[config.mk]
export PLATFORM = sky130hd
export DESIGN_NAME = adam_jtag_dtm
export DESIGN_NICKNAME = d
export VERILOG_FILES = /design/src/rtl/adam_jtag_dtm.sv
export SDC_FILE = /design/constraint.sdc
export NUM_CORES = 1
export LEC_CHECK = 0
export ABC_CLOCK_PERIOD_IN_PS = 4400
export BUFFER_PORTS_ARGS = -buffer_cell sky130_fd_sc_hd__buf_2
export CORE_ASPECT_RATIO = 0.6
export CORE_MARGIN = 2
export CORE_UTILIZATION = 60
export DETAILED_ROUTE_END_ITERATION = 6
export PLACE_DENSITY = 0.86
export SETUP_SLACK_MARGIN = 0.4
export SLEW_MARGIN = 30
export SYNTH_ARGS = -nofsm -noshare
export SYNTH_HDL_FRONTEND = slang
export SYNTH_SLANG_ARGS = --single-unit
[constraint.sdc]
create_clock -name tck_i -period 4.4 [get_ports tck_i]
set_input_delay 0 -clock tck_i [delete_from_list [all_inputs] [get_ports tck_i]]
set_output_delay 0 -clock tck_i [all_outputs]
set_load 0.02 [all_outputs]
[src/rtl/adam_jtag_dtm.sv]
// JTAG debug transport module: IEEE 1149.1 TAP with IDCODE, DTMCS and DMI data registers,
// bridging DMI scans onto a valid/ready request/response interface to a debug module.
module adam_jtag_dtm #(
  parameter logic [31:0] IDCODE = 32'h0000_0001,
  parameter int unsigned ABITS  = 7,
  parameter int unsigned IDLE   = 1
) (
  input  logic             tck_i,
  input  logic             trst_ni,
  input  logic             tms_i,
  input  logic             tdi_i,
  output logic             tdo_o,
  output logic             tdo_en_o,
  output logic             dmi_req_valid_o,
  input  logic             dmi_req_ready_i,
  output logic [ABITS-1:0] dmi_req_addr_o,
  output logic [31:0]      dmi_req_data_o,
  output logic [1:0]       dmi_req_op_o,
  input  logic             dmi_rsp_valid_i,
  output logic             dmi_rsp_ready_o,
  input  logic [31:0]      dmi_rsp_data_i,
  input  logic [1:0]       dmi_rsp_resp_i,
  output logic             dmi_hardreset_o
);

  localparam int unsigned DmiW = ABITS + 34;

  localparam logic [4:0] IrIdcode = 5'h01;
  localparam logic [4:0] IrDtmcs  = 5'h10;
  localparam logic [4:0] IrDmi    = 5'h11;

  localparam logic [1:0] OpRead  = 2'd1;
  localparam logic [1:0] OpWrite = 2'd2;

  typedef enum logic [3:0] {
    StTestLogicReset,
    StRunTestIdle,
    StSelectDr,
    StCaptureDr,
    StShiftDr,
    StExit1Dr,
    StPauseDr,
    StExit2Dr,
    StUpdateDr,
    StSelectIr,
    StCaptureIr,
    StShiftIr,
    StExit1Ir,
    StPauseIr,
    StExit2Ir,
    StUpdateIr
  } tap_state_e;

  typedef enum logic [1:0] {TxIdle, TxReq, TxRsp} tx_state_e;

  tap_state_e tap_q, tap_d;
  tx_state_e  tx_q, tx_d, tx_eff;

  logic [4:0]      ir_q, ir_d;
  logic [4:0]      ir_sh_q, ir_sh_d;
  logic [DmiW-1:0] dr_q, dr_d;
  logic [6:0]      dr_msb;

  logic [ABITS-1:0] last_addr_q, last_addr_d;
  logic [31:0]      last_data_q, last_data_d, data_eff;
  logic [1:0]       dmistat_q, dmistat_d, stat_eff;
  logic [1:0]       req_op_q, req_op_d;
  logic             hardreset_q, hardreset_d;
  logic             rsp_fire, busy;

  logic tdo_q, tdo_d;
  logic tdo_en_q, tdo_en_d;

  // TAP controller
  always_comb begin
    tap_d = tap_q;
    unique case (tap_q)
      StTestLogicReset: tap_d = tms_i ? StTestLogicReset : StRunTestIdle;
      StRunTestIdle:    tap_d = tms_i ? StSelectDr       : StRunTestIdle;
      StSelectDr:       tap_d = tms_i ? StSelectIr       : StCaptureDr;
      StCaptureDr:      tap_d = tms_i ? StExit1Dr        : StShiftDr;
      StShiftDr:        tap_d = tms_i ? StExit1Dr        : StShiftDr;
      StExit1Dr:        tap_d = tms_i ? StUpdateDr       : StPauseDr;
      StPauseDr:        tap_d = tms_i ? StExit2Dr        : StPauseDr;
      StExit2Dr:        tap_d = tms_i ? StUpdateDr       : StShiftDr;
      StUpdateDr:       tap_d = tms_i ? StSelectDr       : StRunTestIdle;
      StSelectIr:       tap_d = tms_i ? StTestLogicReset : StCaptureIr;
      StCaptureIr:      tap_d = tms_i ? StExit1Ir        : StShiftIr;
      StShiftIr:        tap_d = tms_i ? StExit1Ir        : StShiftIr;
      StExit1Ir:        tap_d = tms_i ? StUpdateIr       : StPauseIr;
      StPauseIr:        tap_d = tms_i ? StExit2Ir        : StPauseIr;
      StExit2Ir:        tap_d = tms_i ? StUpdateIr       : StShiftIr;
      StUpdateIr:       tap_d = tms_i ? StSelectDr       : StRunTestIdle;
      default:          tap_d = StTestLogicReset;
    endcase
  end

  // Instruction register
  always_comb begin
    ir_d    = ir_q;
    ir_sh_d = ir_sh_q;
    if (tap_q == StTestLogicReset) ir_d = IrIdcode;
    if (tap_q == StCaptureIr) ir_sh_d = 5'b00001;
    if (tap_q == StShiftIr) ir_sh_d = {tdi_i, ir_sh_q[4:1]};
    if (tap_q == StUpdateIr) ir_d = ir_sh_q;
  end

  // DMI transaction tracking; a response in this cycle is folded in before capture/update.
  always_comb begin
    rsp_fire = (tx_q == TxRsp) && dmi_rsp_valid_i;
    data_eff = last_data_q;
    stat_eff = dmistat_q;
    tx_eff   = tx_q;
    if (rsp_fire) begin
      tx_eff = TxIdle;
      // writes keep the written data as last_data
      if (req_op_q == OpRead) data_eff = dmi_rsp_data_i;
      if (dmistat_q == 2'd0 && dmi_rsp_resp_i[1]) stat_eff = dmi_rsp_resp_i;
    end
    busy = (tx_eff != TxIdle);

    tx_d        = tx_eff;
    last_addr_d = last_addr_q;
    last_data_d = data_eff;
    dmistat_d   = stat_eff;
    req_op_d    = req_op_q;
    hardreset_d = 1'b0;

    if (tx_q == TxReq && dmi_req_ready_i) tx_d = TxRsp;

    if (ir_q == IrDmi) begin
      if (tap_q == StCaptureDr && busy) dmistat_d = 2'd3;
      if (tap_q == StUpdateDr) begin
        if (busy) begin
          dmistat_d = 2'd3;
        end else if (stat_eff == 2'd0 && (dr_q[1:0] == OpRead || dr_q[1:0] == OpWrite)) begin
          last_addr_d = dr_q[DmiW-1:34];
          last_data_d = dr_q[33:2];
          req_op_d    = dr_q[1:0];
          tx_d        = TxReq;
        end
      end
    end

    if (ir_q == IrDtmcs && tap_q == StUpdateDr) begin
      if (dr_q[16] || dr_q[17]) dmistat_d = 2'd0;
      if (dr_q[17]) begin
        tx_d        = TxIdle;
        hardreset_d = 1'b1;
      end
    end
  end

  // Data register: one shared shifter, tdi enters at the MSB of the selected length
  always_comb begin
    unique case (ir_q)
      IrIdcode: dr_msb = 7'd31;
      IrDtmcs:  dr_msb = 7'd31;
      IrDmi:    dr_msb = 7'(DmiW - 1);
      default:  dr_msb = 7'd0;
    endcase
  end

  always_comb begin
    dr_d = dr_q;
    if (tap_q == StCaptureDr) begin
      dr_d = '0;
      unique case (ir_q)
        IrIdcode: dr_d[31:0] = IDCODE;
        IrDtmcs:  dr_d[31:0] = {14'b0, 2'b0, 1'b0, 3'(IDLE), stat_eff, 6'(ABITS), 4'd1};
        IrDmi:    dr_d = {last_addr_q, data_eff, busy ? 2'd3 : stat_eff};
        default:  dr_d = '0;
      endcase
    end else if (tap_q == StShiftDr) begin
      dr_d = (dr_q >> 1) | (DmiW'(tdi_i) << dr_msb);
    end
  end

  always_comb begin
    tdo_en_d = (tap_q == StShiftDr) || (tap_q == StShiftIr);
    tdo_d    = (tap_q == StShiftIr) ? ir_sh_q[0] : dr_q[0];
  end

  always_ff @(posedge tck_i or negedge trst_ni) begin
    if (!trst_ni) begin
      tap_q       <= StTestLogicReset;
      ir_q        <= IrIdcode;
      ir_sh_q     <= '0;
      dr_q        <= '0;
      tx_q        <= TxIdle;
      last_addr_q <= '0;
      last_data_q <= '0;
      dmistat_q   <= '0;
      req_op_q    <= '0;
      hardreset_q <= 1'b0;
    end else begin
      tap_q       <= tap_d;
      ir_q        <= ir_d;
      ir_sh_q     <= ir_sh_d;
      dr_q        <= dr_d;
      tx_q        <= tx_d;
      last_addr_q <= last_addr_d;
      last_data_q <= last_data_d;
      dmistat_q   <= dmistat_d;
      req_op_q    <= req_op_d;
      hardreset_q <= hardreset_d;
    end
  end

  always_ff @(negedge tck_i or negedge trst_ni) begin
    if (!trst_ni) begin
      tdo_q    <= 1'b0;
      tdo_en_q <= 1'b0;
    end else begin
      tdo_q    <= tdo_d;
      tdo_en_q <= tdo_en_d;
    end
  end

  assign tdo_o           = tdo_q;
  assign tdo_en_o        = tdo_en_q;
  assign dmi_req_valid_o = (tx_q == TxReq);
  assign dmi_rsp_ready_o = (tx_q == TxRsp);
  assign dmi_req_addr_o  = last_addr_q;
  assign dmi_req_data_o  = last_data_q;
  assign dmi_req_op_o    = req_op_q;
  assign dmi_hardreset_o = hardreset_q;

endmodule

==> results of run 1 <==
critical path: stages, from the launching register on:
cell     delay (ns)
dfrtp_1        0.69
and2b_1        0.32
nand3_1        0.16
nand2_1        0.13
o21ai_0        0.08
synthesized netlist by cell type, types with 2 or more instances:
master	count
a211oi_1	3
a21oi_1	36
a221o_1	2
a31o_2	26
a31oi_1	8
and2_1	2
and3_1	2
and3b_1	5
and4_1	2
buf_1	6
buf_2	12
buf_8	3
clkbuf_1	16
dfrtn_1	2
dfrtp_1	100
inv_1	6
mux2_2	33
mux2_4	38
mux2i_1	10
nand2_1	78
nand2b_1	4
nand3_1	7
nand3b_1	3
nor2_1	11
nor2b_1	10
nor3_1	6
nor3b_1	5
o21ai_0	19
o22ai_1	7
o32ai_1	4
or3_1	2
or4_1	2
xor2_1	2
cells by family after synthesis:
group | synth area share
and+or+nand+nor | 0.1368
xor gates and xnor gates | 0.004879
DFF | 0.4787
AOI/OAI and AO/OA | 0.1398
buffers and inverters | 0.04623
muxes | 0.1935
flip-flops by register name, indices dropped and copies added (netlist names):
signal           flops
dmi_req_data_o      32
dmistat_q            2
ir_sh_q              5
dmi_req_addr_o       7
dmi_hardreset_o      1
dr_q                41
ir_q                 5
tx_q                 2
tap_q                4
tdo_en_o             1
tdo_o                1
dmi_req_op_o         2
repair_timing:
item | in CTS | in global routing
buffers inserted | 0 | 0
hold endpoints to repair | 24 | 0
hold buffers | 5 | 0
layout make-up:
type | instances | area share
multi-input cells | 344 | 0.4181
flip-flops and latches | 103 | 0.4179
repair buffers | 99 | 0.09043
clock buffers | 11 | 0.03771
well taps | 112 | 0.02271
clock inverters | 5 | 0.009530
inverters | 6 | 0.003650
how the worst max path moves through the flow:
stage                     slack [ns]  endpoint  depth (start not counted)
after floorplan                 0.66  tdo_en_o                          5
after global placement          0.81     tdo_o                          4
after detailed placement        0.75     tdo_o                          4
after CTS                       0.68     tdo_o                          4
after global routing            0.56     tdo_o                          4
final                           0.66     tdo_o                          4
power groups by stage:
stage | Clock (mW) | Combinational [mW] | Sequential, mW
2_1_floorplan | 0 | 0.729 | 1.25
3_3_place_gp | 0 | 0.792 | 1.36
3_5_place_dp | 0 | 0.835 | 1.38
4_1_cts | 0.798 | 0.851 | 1.37
5_1_grt | 0.832 | 0.957 | 1.41
6_report | 0.791 | 0.868 | 1.38
stage by stage:
stage / hold slack, ns / area [µm²]
2_1_floorplan: -0.2956 / 5386
3_3_place_gp: -0.08846 / 5801
3_5_place_dp: -0.08150 / 5821
4_1_cts: 0.01518 / 6162
5_1_grt: 0.03209 / 6171
6_report: 0.01872 / 6171
per-layer routing:
metal / global-route usage / routed length (µm)
met1: 0.4121 / 5988
met2: 0.4129 / 5995
met3: 0.06759 / 1006
met4: 0.08462 / 208
met5: 0 / 0
==> impl_metrics.py, run 1 <==
metrics = {
    "critical_path": {
        "endpoint_kind": "flop",
        "cp.required_ns": 2.39,
        "timing.critical_path.from": "tap_q[3]",
        "crit_type": "reg -> reg",
        "reg2reg_slack_ns": 0.66,
        "r2r_end": "tdo_o",
        "rr_worst_depth": 4,
        "rr_startpoint": "tap_q[3]",
        "critPathLaunchType": "flop",
        "critical_path_arrival_ns": 1.73,
        "path_max_fanout": 20,
    },
    "final_layout": {
        "antenna_cells": 0,
        "drive_gt1_frac": 0.3732,
        "regArea_um2": 2579,
        "final_common_cell": "dfrtp_1",
        "num-fill-cells": 598,
        "multi_input_area_um2": 2580,
        "syn2layout_area_growth_pct": 14.56,
        "fin_cells": 680,
        "final_cell_mix": "100 x dfrtp_1, 84 x buf_2, 78 x nand2_1",
        "utilization": 0.7158,
        "num-nets-final": 603,
    },
    "synth": {
        "syn-cell-area_um2": 5386,
        "synthTopCellsByArea": "dfrtp_1 46%, mux2_4 11%, mux2_2 6.9%, nand2_1 5.4%, a31o_2 4.2%",
        "ys_warn_count": 0,
        "synth_ff_type": "dfrtp_1",
        "synth.largest_area_cell": "dfrtp_1",
        "avgSynthCellArea_um2": 10.93,
        "syn-num-nets": 533,
        "synthCells": 493,
        "synth_edf_count": 0,
        "synth_cell_type_count": 54,
        "synth_top_area_share": 0.4646,
        "ys_seq_area_frac": 0.4787,
        "synthArstFlopShare": 1.000,
        "synth-seq-cells": 103,
    },
    "power": {
        "seq_power_share": 0.454,
        "power_frac_comb": 0.286,
        "power.switching_mw": 1.124,
        "ir_worst_vdd_uv": 260.9,
        "switching_share": 0.3698,
        "clock_power_share": 0.260,
        "p_total_mw": 3.039,
        "p_int_mw": 1.915,
        "power_density_nw_per_um2": 492.4,
        "p_leak_nw": 3.141,
    },
    "clocking": {
        "clk_pin_slew_worst_paths_ns": 0.07,
        "clkLatencyLatePin_ns": 0.35,
        "cts_made_buffers": 9,
        "cts_tree": "built",
        "cts_resized": 0,
        "numClockSinks": 103,
        "clock_path_buffers": 2,
        "cts_max_level": 3,
        "cts-root-buf": "clkbuf_16",
    },
    "worst_hold_path": {
        "hp-start": "dmi_rsp_data_i[2]",
        "hp-class": "in -> reg",
        "holdPathEnd": "dmi_req_data_o[2]",
        "whs_path_depth": 3,
    },
    "detailed_routing": {
        "wire_per_inst_um": 19.41,
        "drtPass1Iterations": 5,
        "via_per_inst": 6.212,
        "dr_total_vias": 4224,
        "drtAntennaViolNets": 0,
        "first_iter_violations": 472,
        "routed_wl_mm": 13.20,
        "drc_errors": 0,
    },
    "run_status": {
        "outcome": "completed",
    },
    "placement": {
        "dp.cells": 659,
        "place_ws_ns": 0.7470,
        "hpwl_mm": 8.675,
        "gp_congestion": 0.8461,
        "portBuffers": 85,
    },
    "global_route": {
        "grt_pass1_wl_mm": 21.29,
        "grt-ovfl-total": 0,
        "grt_max_degree": 60,
        "grt_use_total": 0.2792,
        "antenna_found_initial": 0,
        "grt_pass1_vias": 4033,
    },
    "sta": {
        "fin_skew_ns": 0.005730,
        "relSlewSlack": 0.4252,
        "setup_ws_ns": 0.6604,
        "finalSetupViolations": 0,
        "hold_violations": 0,
        "rsz0062_at_grt": "no",
        "report.final.slew_viol_count": 0,
        "fin_setup_tns_ns": 0,
        "tightest_slew_ns": 0.8591,
    },
    "floorplan": {
        "die_area_um2": 9776,
        "pin_count": 86,
        "die_x_um": 126.3,
        "chipHeight_um": 77.39,
        "start_util": 0.6248,
        "core-area_um2": 8621,
        "rows": 26,
    },
    "flow_run": {
        "maxCapViolations": 0,
    },
}
(Power assumes the default switching activity.)
==> run 2: changes to the inputs <==
--- a/config.mk
+++ b/config.mk
@@ -5,13 +5,13 @@
 export SDC_FILE = /design/constraint.sdc
 export NUM_CORES = 1
 export LEC_CHECK = 0
-export ABC_CLOCK_PERIOD_IN_PS = 4400
+export ABC_CLOCK_PERIOD_IN_PS = 3340
 export BUFFER_PORTS_ARGS = -buffer_cell sky130_fd_sc_hd__buf_2
 export CORE_ASPECT_RATIO = 0.6
 export CORE_MARGIN = 2
-export CORE_UTILIZATION = 60
+export CORE_UTILIZATION = 51
 export DETAILED_ROUTE_END_ITERATION = 6
-export PLACE_DENSITY = 0.86
+export PLACE_DENSITY = 0.78
 export SETUP_SLACK_MARGIN = 0.4
 export SLEW_MARGIN = 30
 export SYNTH_ARGS = -nofsm -noshare
==> constraint.sdc (replaced) <==
create_clock -name tck_i -period 3.34 [get_ports tck_i]
set_input_delay 0 -clock tck_i [delete_from_list [all_inputs] [get_ports tck_i]]
set_output_delay 0 -clock tck_i [all_outputs]
set_load 0.02 [all_outputs]
==> impl_metrics.py, run 2 (synthesis results as in run 1) <==
metrics = {
    "floorplan": {
        "die_area_um2": 11430,
        "start_util": 0.5172,
        "rows": 29,
        "core-area_um2": 10410,
        "chipHeight_um": 83.61,
        "die_x_um": 136.7,
        "pin_count": 86,
    },
    "global_route": {
        "grt_max_degree": 86,
        "grtUsageMet2": 0.3095,
        "grt-ovfl-total": 0,
        "grt_use_total": 0.2263,
        "grt_use_met1": 0.3529,
        "met3_usage": 0.05647,
        "grt_pass1_vias": 3787,
        "antenna_found_initial": 0,
        "top_usage_layer": "met1",
        "grt_pass1_wl_mm": 20.01,
    },
    "detailed_routing": {
        "routed_wl_mm": 12.51,
        "first_iter_violations": 375,
        "wire_per_inst_um": 17.67,
        "drtAntennaViolNets": 0,
        "via_per_inst": 5.791,
        "dr_total_vias": 4100,
        "drtPass1Iterations": 4,
        "drc_errors": 0,
    },
    "worst_hold_path": {
        "hp-class": "in -> reg",
        "hp-start": "dmi_req_ready_i",
    },
    "critical_path": {
        "path_max_fanout": 16,
        "timing.critical_path.from": "tap_q[3]",
        "critPathLaunchType": "flop",
        "endpoint_kind": "flop",
        "cp.required_ns": 2.05,
        "rr_startpoint": "tap_q[3]",
        "crit_type": "reg -> reg",
        "reg2reg_slack_ns": 0.53,
        "critical_path_arrival_ns": 1.53,
    },
    "sta": {
        "fin_skew_ns": 0.006075,
        "tightest_slew_ns": 0.7814,
        "setup_ws_ns": 0.5260,
        "hold_slack_ns": 0.01169,
        "report.final.slew_viol_count": 0,
        "rsz0062_at_grt": "no",
        "relSlewSlack": 0.4791,
        "finalSetupViolations": 0,
        "fin_setup_tns_ns": 0,
        "hold_violations": 0,
    },
    "power": {
        "p_int_mw": 2.520,
        "ir_worst_vdd_uv": 332.4,
        "switching_share": 0.3617,
        "p_leak_nw": 3.156,
        "power_frac_comb": 0.318,
        "p_total_mw": 3.948,
        "power_density_nw_per_um2": 637.5,
        "power.switching_mw": 1.428,
        "clock_power_share": 0.249,
        "seq_power_share": 0.433,
    },
    "run_status": {
        "outcome": "completed",
    },
    "placement": {
        "place_ws_ns": 0.5293,
        "gp_congestion": 0.8460,
        "placed_area_um2": 5884,
        "portBuffers": 85,
        "dp.cells": 689,
        "hpwl_mm": 8.469,
    },
    "clocking": {
        "cts_max_level": 3,
        "post_cts_buffers": 0,
        "cts_resized": 0,
        "ctsHoldBuffers": 3,
        "clkLatencyLatePin_ns": 0.34,
        "cts-root-buf": "clkbuf_16",
        "cts_made_buffers": 9,
        "clock_path_buffers": 2,
        "cts_tree": "built",
        "numClockSinks": 103,
        "clk_pin_slew_worst_paths_ns": 0.07,
    },
    "final_layout": {
        "antenna_cells": 0,
        "final_cell_mix": "100 x dfrtp_1, 84 x buf_2, 78 x nand2_1",
        "utilization": 0.5947,
        "fin_cells": 708,
        "design_area_um2": 6193,
        "syn2layout_area_growth_pct": 14.98,
        "num-fill-cells": 836,
        "num-nets-final": 604,
        "largest_register_ff_count": 41,
        "top_register": "dr_q",
        "final_common_cell": "dfrtp_1",
        "drive_gt1_frac": 0.3814,
    },
    "flow_run": {
        "maxCapViolations": 0,
    },
}
[run 2: layout make-up]
| cell class | instances | area (µm²) | area share |
|---|---|---|---|
| Tap cell | 139 | 173.9 | 0.02808 |
| Clock inverter | 4 | 20.02 | 0.003232 |
| Clock buffer | 12 | 256.5 | 0.04141 |
| Sequential cell | 103 | 2579 | 0.4164 |
| Timing Repair Buffer | 100 | 564.3 | 0.09111 |
| Multi-Input combinational cell | 344 | 2577 | 0.4162 |
| Inverter | 6 | 22.52 | 0.003636 |
[run 2: worst max-delay path, cell delays in order (launching register included)]
cell	delay, ns
dfrtp_1	0.41
buf_4	0.20
or4b_4	0.49
nand2_1	0.08
[run 2: final timing paths]
| check | end | cells after the start |
|---|---|---|
| hold / removal | tx_q[1] | 3 |
| max in group asynchronous | tdo_o | 2 |
| setup reg to reg | tdo_en_o | 3 |
| setup / recovery | tdo_en_o | 3 |
| min in group asynchronous | dmi_req_data_o[25] | 2 |
| hold reg to reg | dr_q[40] | 2 |
[run 2: power by group through the flow]
stage / sequential (mW) / clock, mW / combinational (mW)
final: 1.71 / 0.982 / 1.26
after global routing: 1.74 / 1.05 / 1.40
after CTS: 1.70 / 1.00 / 1.25
after detailed placement: 1.72 / 0 / 1.23
after global placement: 1.71 / 0 / 1.19
after floorplan: 1.66 / 0 / 0.996
[run 2: layer usage]
layer | share of wire | vias up
met4 | 0.010 | 0
met3 | 0.081 | 12
li1 | - | 1917
met5 | 0 | -
met1 | 0.49 | 2019
met2 | 0.42 | 152
